File: config.mk
export PLATFORM = sky130hd
export DESIGN_NAME = dac_sample_sequencer
export DESIGN_NICKNAME = d
export VERILOG_FILES = /design/src/rtl/dac_sample_sequencer.sv
export SDC_FILE = /design/constraint.sdc
export NUM_CORES = 1
export LEC_CHECK = 0
export CAP_MARGIN = 5
export CORE_MARGIN = 3
export CORE_UTILIZATION = 50
export DETAILED_ROUTE_END_ITERATION = 7
export PLACE_DENSITY = 0.72
export SYNTH_ARGS = -nofsm -noshare
export SYNTH_HDL_FRONTEND = slang
export SYNTH_SLANG_ARGS = --single-unit
File: constraint.sdc
create_clock -name clk -period 6.68 [get_ports clk]
set_input_delay 1.336 -clock clk [delete_from_list [all_inputs] [get_ports clk]]
set_output_delay 1.336 -clock clk [all_outputs]
set_load 0.005 [all_outputs]
File: src/rtl/dac_sample_sequencer.sv
// ---------------------------------------------------------------------------
// dac_sample_sequencer
//
// Purpose:
//   Sample-rate scheduler and mixer that feeds the PDM DAC. A free-running
//   divider produces one tick every DIV clocks. Each tick starts a frame.
//   The frame reads the voices one per cycle through a single shared adder,
//   applies the master volume, saturates, and converts the signed mix to
//   offset-binary. The resulting code is held on dac_din until the next
//   frame's OUTPUT cycle.
//
// Parameters:
//   VOICES      number of voice inputs (>= 2)
//   SAMPLE_BITS width of each signed voice sample
//   DATA_BITS   width of the unsigned DAC code
//   DIV         clocks per sample period (>= VOICES+3)
//
// Ports:
//   clk           in   single clock
//   rst_n         in   asynchronous active-low reset
//   voice_data    in   packed signed samples, voice i at [i*SAMPLE_BITS +: SAMPLE_BITS]
//   voice_en      in   per-voice enable, disabled voice contributes 0
//   volume        in   unsigned master gain, 256 = unity
//   mute          in   forces midscale at the next update
//   dac_din       out  DAC code (offset binary)
//   sample_strobe out  one-cycle pulse in the cycle dac_din takes a new value
//   voice_sel     out  index of the voice being read this cycle
//   busy          out  high while a frame is being computed
// ---------------------------------------------------------------------------
module dac_sample_sequencer #(
    parameter int VOICES      = 4,
    parameter int SAMPLE_BITS = 12,
    parameter int DATA_BITS   = 12,
    parameter int DIV         = 1024
) (
    input  logic                            clk,
    input  logic                            rst_n,
    input  logic [VOICES*SAMPLE_BITS-1:0]   voice_data,
    input  logic [VOICES-1:0]               voice_en,
    input  logic [8:0]                      volume,
    input  logic                            mute,
    output logic [DATA_BITS-1:0]            dac_din,
    output logic                            sample_strobe,
    output logic [$clog2(VOICES)-1:0]       voice_sel,
    output logic                            busy
);

    localparam int VSEL_W = $clog2(VOICES);
    localparam int DIV_W  = (DIV > 1) ? $clog2(DIV) : 1;
    // The accumulator grows by clog2(VOICES) bits so the sum of all voices fits.
    localparam int ACC_W  = SAMPLE_BITS + VSEL_W;
    // Accumulator times the 10-bit zero-extended volume.
    localparam int PROD_W = ACC_W + 10;
    // Comparison width large enough to hold both the scaled value and the limits.
    localparam int CMP_W  = PROD_W + DATA_BITS;

    localparam logic signed [CMP_W-1:0] C_MAX = CMP_W'((64'sd1 <<< (DATA_BITS - 1)) - 64'sd1);
    localparam logic signed [CMP_W-1:0] C_MIN = -C_MAX - CMP_W'(1);
    localparam logic [DATA_BITS-1:0]    MIDSCALE = {1'b1, {(DATA_BITS-1){1'b0}}};

    // Parameter sanity: a frame must fit inside one sample period.
    if (VOICES < 2 || DIV < VOICES + 3) begin : g_paramCheck
        $error("dac_sample_sequencer: need VOICES >= 2 and DIV >= VOICES+3");
    end

    typedef enum logic [1:0] {
        S_IDLE,
        S_ACCUM,
        S_SCALE,
        S_OUTPUT
    } state_t;

    state_t                    r_state;
    state_t                    w_nextState;
    logic [DIV_W-1:0]          r_divCnt;
    logic                      w_tick;
    logic [VSEL_W-1:0]         r_voiceSel;
    logic signed [ACC_W-1:0]   r_acc;
    logic signed [PROD_W-1:0]  r_scaled;
    logic [DATA_BITS-1:0]      r_dacDin;
    logic                      r_strobe;
    logic                      r_busy;

    logic [SAMPLE_BITS-1:0]    w_sample;
    logic signed [ACC_W-1:0]   w_sampleExt;
    logic                      w_voiceEn;
    logic signed [PROD_W-1:0]  w_prod;
    logic signed [PROD_W-1:0]  w_shifted;
    logic signed [CMP_W-1:0]   w_scaledExt;
    logic [DATA_BITS-1:0]      w_clamped;
    logic [DATA_BITS-1:0]      w_code;

    // Free-running sample-rate divider; tick marks the last count of a period.
    always_ff @(posedge clk or negedge rst_n) begin
        if (!rst_n) begin
            r_divCnt <= '0;
        end else if (r_divCnt == DIV_W'(DIV - 1)) begin
            r_divCnt <= '0;
        end else begin
            r_divCnt <= r_divCnt + DIV_W'(1);
        end
    end

    assign w_tick = (r_divCnt == DIV_W'(DIV - 1));

    // FSM state register.
    always_ff @(posedge clk or negedge rst_n) begin
        if (!rst_n) begin
            r_state <= S_IDLE;
        end else begin
            r_state <= w_nextState;
        end
    end

    // Next-state logic: one ACCUM cycle per voice, then SCALE and OUTPUT.
    always_comb begin
        w_nextState = r_state;
        case (r_state)
            S_IDLE: begin
                if (w_tick) begin
                    w_nextState = S_ACCUM;
                end
            end
            S_ACCUM: begin
                if (r_voiceSel == VSEL_W'(VOICES - 1)) begin
                    w_nextState = S_SCALE;
                end
            end
            S_SCALE: begin
                w_nextState = S_OUTPUT;
            end
            S_OUTPUT: begin
                w_nextState = S_IDLE;
            end
            default: begin
                w_nextState = S_IDLE;
            end
        endcase
    end

    // Voice read mux driven by the current slot index.
    always_comb begin
        w_sample = '0;
        for (int i = 0; i < VOICES; i++) begin
            if (r_voiceSel == VSEL_W'(i)) begin
                w_sample = voice_data[i*SAMPLE_BITS +: SAMPLE_BITS];
            end
        end
    end

    assign w_voiceEn   = voice_en[r_voiceSel];
    assign w_sampleExt = {{(ACC_W-SAMPLE_BITS){w_sample[SAMPLE_BITS-1]}}, w_sample};

    // Signed multiply by the zero-extended gain, then an arithmetic shift so
    // that negative results round toward negative infinity.
    assign w_prod    = r_acc * $signed({1'b0, volume});
    assign w_shifted = w_prod >>> 8;

    // Saturate to the signed DATA_BITS range and flip the MSB for offset binary.
    assign w_scaledExt = {{(CMP_W-PROD_W){r_scaled[PROD_W-1]}}, r_scaled};

    always_comb begin
        w_clamped = w_scaledExt[DATA_BITS-1:0];
        if (w_scaledExt > C_MAX) begin
            w_clamped = {1'b0, {(DATA_BITS-1){1'b1}}};
        end else if (w_scaledExt < C_MIN) begin
            w_clamped = {1'b1, {(DATA_BITS-1){1'b0}}};
        end
    end

    assign w_code = {~w_clamped[DATA_BITS-1], w_clamped[DATA_BITS-2:0]};

    // Datapath: slot counter, shared accumulator, scaled result and the held
    // DAC code. Each register only moves in the state that owns it, so an
    // aborted frame can never leak a partial value to dac_din.
    always_ff @(posedge clk or negedge rst_n) begin
        if (!rst_n) begin
            r_voiceSel <= '0;
            r_acc      <= '0;
            r_scaled   <= '0;
            r_dacDin   <= MIDSCALE;
        end else begin
            case (r_state)
                S_IDLE: begin
                    if (w_tick) begin
                        r_acc      <= '0;
                        r_voiceSel <= '0;
                    end
                end
                S_ACCUM: begin
                    if (w_voiceEn) begin
                        r_acc <= r_acc + w_sampleExt;
                    end
                    if (r_voiceSel == VSEL_W'(VOICES - 1)) begin
                        r_voiceSel <= '0;
                    end else begin
                        r_voiceSel <= r_voiceSel + VSEL_W'(1);
                    end
                end
                S_SCALE: begin
                    r_scaled <= w_shifted;
                end
                S_OUTPUT: begin
                    r_dacDin <= mute ? MIDSCALE : w_code;
                end
                default: begin
                    r_voiceSel <= '0;
                end
            endcase
        end
    end

    // Status outputs are registered from the next state so they line up with
    // the cycle the FSM actually occupies.
    always_ff @(posedge clk or negedge rst_n) begin
        if (!rst_n) begin
            r_strobe <= 1'b0;
            r_busy   <= 1'b0;
        end else begin
            r_strobe <= (w_nextState == S_OUTPUT);
            r_busy   <= (w_nextState != S_IDLE);
        end
    end

    assign dac_din       = r_dacDin;
    assign sample_strobe = r_strobe;
    assign voice_sel     = r_voiceSel;
    assign busy          = r_busy;

endmodule

# [Word level (Yosys, flattened, before mapping)]
# Index checks and enable logic that the tools add are counted.
[totals] input_bits=64 output_inout_bits=16 reg_bits=58 wordCells=51
[classes] bitwise_logic=1 n_reduce_logical=6 mux=19 n_mul=1 n_addsub=3 n_eq_ne=10 order_cmp=3
[op_table] cell="$mux W12" count=7
[op_table] cell="$mux W14" count=2
[op_table] cell="$pmux W14 S2" count=1
[op_table] cell="$mul A14 B10 Y24" count=1
[op_table] cell="$gt A16 B12 Y1 const B" count=1
[op_table] cell="$lt A16 B12 Y1 const B" count=1
[op_table] cell="$add A14 B12 Y14" count=1
[op_table] cell="$add A10 B1 Y10 const B" count=1
[op_table] cell="$eq A10 B10 Y1 const B" count=1
[op_table] cell="$eq A2 B2 Y1 const B" count=5
[op_table] cell="$mux W10" count=1
[op_table] cell="$mux W2" count=4
[op_table] cell="$pmux W2 S4" count=1
[op_table] cell="$eq A2 B1 Y1 const B" count=2
[op_table] cell="$logic_not A2 Y1" count=2
[op_table] cell="$ne A2 B2 Y1 const B" count=2
[op_table] cell="$pmux W2 S2" count=1
[op_table] cell="$reduce_bool A2 Y1" count=2
[op_table] cell="$lt A2 B3 Y1 const B" count=1
[op_table] cell="$reduce_and A3 Y1" count=1
[op_table] cell="$add A2 B1 Y2 const B" count=1
[op_table] cell="$bmux W1 S2" count=1
[op_table] cell="$reduce_and A2 Y1" count=1
[op_table] cell="$mux W1" count=1
[op_table] cell="$not A1 Y1" count=1

# [Depth between registers and ports, before layout]
[logic_depth] word_depth=8 mapped_depth=21 depth_no_buf=20

# [Worst setup path after synthesis]
# Ideal clock, no wire load.
[synth_path] kind="input to register" from="input port volume[1]" to="register, netlist name r_scaled[15]" slack_ps=278 setup_time_ps=69 path_buffers=1 required_ps=6611 arrival_ps=6333 stages=18 cell_sequence="clkbuf_1 nand2_1 fa_1 inv_1 fa_1 inv_1 fa_1 inv_1 fa_1 inv_1 fa_1 inv_1 ha_1 nor2b_1 o21ai_0 o211ai_2 or4_1 nand3_1"
[synth_between] elab_chain_len=1
[synth_lines] element="start: declaration" line="40" source="input logic [8:0] volume,"
[synth_lines] element="$mul A14 B10 Y24" line="156" source="assign w_prod = r_acc * $signed({1'b0, volume});"
# Every way passes these cells.
# A chain may end at the register's enable or synchronous reset.

# [Worst setup path after layout]
[layout_path] from="input port volume[1]" to="register, netlist name r_scaled[15]"
[layout_between] elab_chain_len=1
[layout_lines] element="$mul A14 B10 Y24" line="156"
# Every way passes these cells.

==> flow_summary_export.csv <==
group,metric,value,unit
route,drc,0,
placement,placed_area,9050,µm²
clock_tree,cts.sinks,58,
route,topRoutingLayerUsed,"met4",
sta,hold_violations,0,
pwr,peakVddDrop,0.0986,mV
route,dr.pass1.iters,5,
setup_path,start_kind,"primary input",
sta,fin_crit,6.36,ns
finish,drive_gt1_share,7.91,%
finish,fillers,1340,
run_status,outcome,"complete, no violations",
sta,skew,0.00701,ns
clock_tree,clk_pin_slew,0.05,ns
sta,worst_slack,0.316,ns
floorplan,chipWidth,131,µm
synthesis,syn-cell-area,7860,µm²
global_route,first_global_vias,6275,
clock_tree,root_buffer,"clkbuf_16",
synthesis,synth_fa_ha_area_share,38.5,%
route,drt_iter0_drc,376,
clock_tree,clock_latency,0.33,ns
setup_path,r2r-end,"r_scaled[15]$_DFFE_PN0P_",
synthesis,yosysUniqueCellTypes,66,
global_route,antenna_found_initial,0,
pwr,finalPower,947,µW
sta,tightestPinTransition,0.895,ns
sta,setup_viol,0,
finish,final_area,9390,µm²
min_path,hp-start,"dac_din[4]$_DFFE_PN0N_",
route,vias,6115,
sta,final_max_slew_viol_count,0,
min_path,min_to,"dac_din[4]$_DFFE_PN0N_",
synthesis,synthMuxAreaShare,0.414,%
route,wl_met3,501,µm
route,drtAntennaViolNets,0,
setup_path,critPathKind,"in2reg",
synthesis,yosysWarnings,0,
floorplan,rows,45,
placement,pre_cts_slack,-0.142,ns
finish,final_util,61.3,%
synthesis,synthArstFlopShare,100,%
floorplan,pin_count,80,
clock_tree,cts_tree,"built",
synthesis,synth_simple_gate_area_share,17.5,%
placement,portBuffers,79,
sta,max_freq,0.157,GHz
synthesis,synth_edf_count,0,
synthesis,synthXorXnorAreaFrac,3.68,%
synthesis,synth_compound_area_share,12.1,%
setup_path,crit_path_end_kind,"register",
clock_tree,cts_hold_buf,0,
synthesis,synth_top_family_by_area,"adder cells",
min_path,hold_class,"reg2reg",
placement,dp_hpwl,13400,µm
global_route,grt_max_degree,59,
floorplan,die_y,131,µm
route,wirelength,16500,µm
synthesis,syn_inst,884,
pwr,p_per_area,101,nW/µm²
clock_tree,clockBufferDepth,2,
synthesis,synth_ff_type,"dfrtp_1",
clock_tree,htree_num_levels,3,
route,wl_per_cell,13.9,µm
placement,dp_cells,1168,
route,vias_per_cell,5.16,
min_path,min_path_cells,2,
setup_path,r2r_setup_slack,1.28,ns
finish,diodes,0,
finish,final_cells,1185,
global_route,grt_pass1_wl,29500,µm
route,wl_met1,7170,µm
sta,max-slew-margin-rel,40.0,%
pwr,p_leak,4.77,nW
synthesis,avgSynthCellArea,8.89,µm²
setup_path,cp.required,6.94,ns
floorplan,start_util,51.3,%
setup_path,timing.rr.start,"r_acc[13]$_DFFE_PN0P_",
synthesis,yosysSeqAreaShare,18.5,%
global_route,globalRouteOverflowTotal,0,
finish,synthToLayoutAreaGrowth,19.4,%
setup_path,path_max_fanout,10,
global_route,track_usage,20.4,%
sta,post-route-period-util,95.3,%
finish,final_nets,1210,
floorplan,coreArea,15300,µm²
job,cap_violations,0,
placement,gp_congestion,0.855,
route,wl_met2,8650,µm
synthesis,synth-seq-cells,58,
setup_path,arrival,6.63,ns
floorplan,dieArea,17300,µm²
synthesis,syn_nets,1125,
clock_tree,numCtsBuffers,9,
setup_path,r2r_cells,19,
[Yosys cell counts (3+ instances only)]
master      n  area share, %
o31ai_1     5           0.48
xor2_1      8           0.89
fa_1      108             27
and2_1     56            4.5
nand4_1     3           0.24
nand3_1    10           0.64
a211oi_1    5           0.48
a21o_1      5           0.48
a21oi_1    25            1.6
buf_6       3           0.43
a22o_1      7           0.78
ha_1       69             11
xnor2_1    25            2.8
inv_1     149            7.1
nor2b_1     8           0.64
o21ai_0    46            2.9
nand2_1   145            6.9
dfrtp_1    57             18
nand2b_1    5           0.40
o21ai_1     3           0.19
nor3_1      4           0.25
and3_1      5           0.40
clkbuf_1   36            1.7
a22oi_1    11            1.1
nor2_1     29            1.4
[per-stage QoR]
step / hold WS (ns) / TNS, ns
final: 0.463 / 0
after global routing: 0.496 / -0.00366
after CTS: 0.467 / 0
after detailed placement: 0.455 / -0.178
after global placement: 0.449 / -0.0621
after floorplan: 0.443 / 0
[per-layer routing]
layer / GRT usage (%) / vias to the layer above
li1: - / 2976
met2: 35.6 / 83
met3: 2.41 / 9
met1: 27.4 / 3047
met5: 0 / -
met4: 4.67 / 0
[worst max-delay path by stage]
| stage | from | end | slack [ns] |
|---|---|---|---|
| after floorplan | volume[1] | r_scaled[15]$_DFFE_PN0P_ | 0.28 |
| after global placement | volume[2] | r_scaled[15]$_DFFE_PN0P_ | -0.06 |
| after detailed placement | volume[2] | r_scaled[15]$_DFFE_PN0P_ | -0.14 |
| after CTS | volume[2] | r_scaled[15]$_DFFE_PN0P_ | 0.18 |
| after global routing | volume[1] | r_scaled[15]$_DFFE_PN0P_ | -0.004 |
| final | volume[1] | r_scaled[15]$_DFFE_PN0P_ | 0.32 |
[flip-flops by register name, indices dropped and copies added, names as in the netlist]
name           cells
r_acc             14
voice_sel          2
r_scaled          16
r_state            2
dac_din           12
sample_strobe      1
r_divCnt          10
busy               1
[placed cells by master (no fill, tap or decap), drive strengths merged, types with 3 or more instances in the layout]
| cell type | instances |
|---|---|
| a211oi | 5 |
| nor2 | 30 |
| and3 | 6 |
| xnor2 | 25 |
| a22o | 7 |
| a21oi | 26 |
| and2 | 56 |
| xor2 | 8 |
| o31ai | 8 |
| nor2b | 8 |
| nand4 | 3 |
| ha | 69 |
| clkbuf | 12 |
| a22oi | 11 |
| fa | 108 |
| dfrtp | 57 |
| buf | 37 |
| o211ai | 4 |
| nor3 | 5 |
| a21o | 5 |
| clkdlybuf4s50 | 78 |
| a31oi | 3 |
| nand3 | 12 |
| nand2 | 145 |
| nand2b | 5 |
| inv | 149 |
| o21ai | 49 |
| or2 | 3 |
[cell families (layout without fill, tap and decap cells)]
group | Yosys count | in the layout
DFF | 58 | 58
adders and majority gates | 177 | 177
buffers and inverters | 190 | 280
muxes | 2 | 2
and+or+nand+nor | 287 | 287
AOI/OAI and AO/OA | 137 | 137
xor gates and xnor gates | 33 | 33
[worst max-delay path, stage by stage]
cell and delay (ns):
clkdlybuf4s50_1 0.48, buf_6 0.15, nand2_1 0.11, buf_4 0.19, fa_1 0.48, inv_1 0.05
fa_1 0.49, inv_1 0.06, fa_1 0.46, fa_1 0.54, inv_1 0.05, fa_1 0.41
ha_1 0.31, a21o_1 0.20, o21ai_1 0.12, and2b_1 0.14, o21ai_0 0.12, a31oi_4 0.22
o211ai_2 0.11, or4_1 0.48, nand3_1 0.09
[repair_timing]
action | CTS | global route
setup buffers | 0 | 1
setup endpoints to repair | 0 | 2
resized for setup | 0 | 3
[area by class of cell]
| type | count | area [µm²] | area share [%] |
|---|---|---|---|
| multi-input cells | 636 | 5680 | 60.4 |
| flip-flops and latches | 58 | 1450 | 15.5 |
| repair buffers | 115 | 1110 | 11.8 |
| inverters | 149 | 559 | 5.96 |
| well taps | 211 | 264 | 2.81 |
| clock buffers | 12 | 256 | 2.73 |
| clock inverters | 4 | 73.8 | 0.786 |
[power breakdown]
group	leakage (nW)	internal, mW	total (mW)	switching (mW)
clock network	0.163	0.347	0.510	0.164
registers	0.667	0.352	0.352	0
logic	3.94	0.0498	0.0854	0.0356
total	4.77	0.748	0.947	0.199
Power figures use the tool's default switching activity.
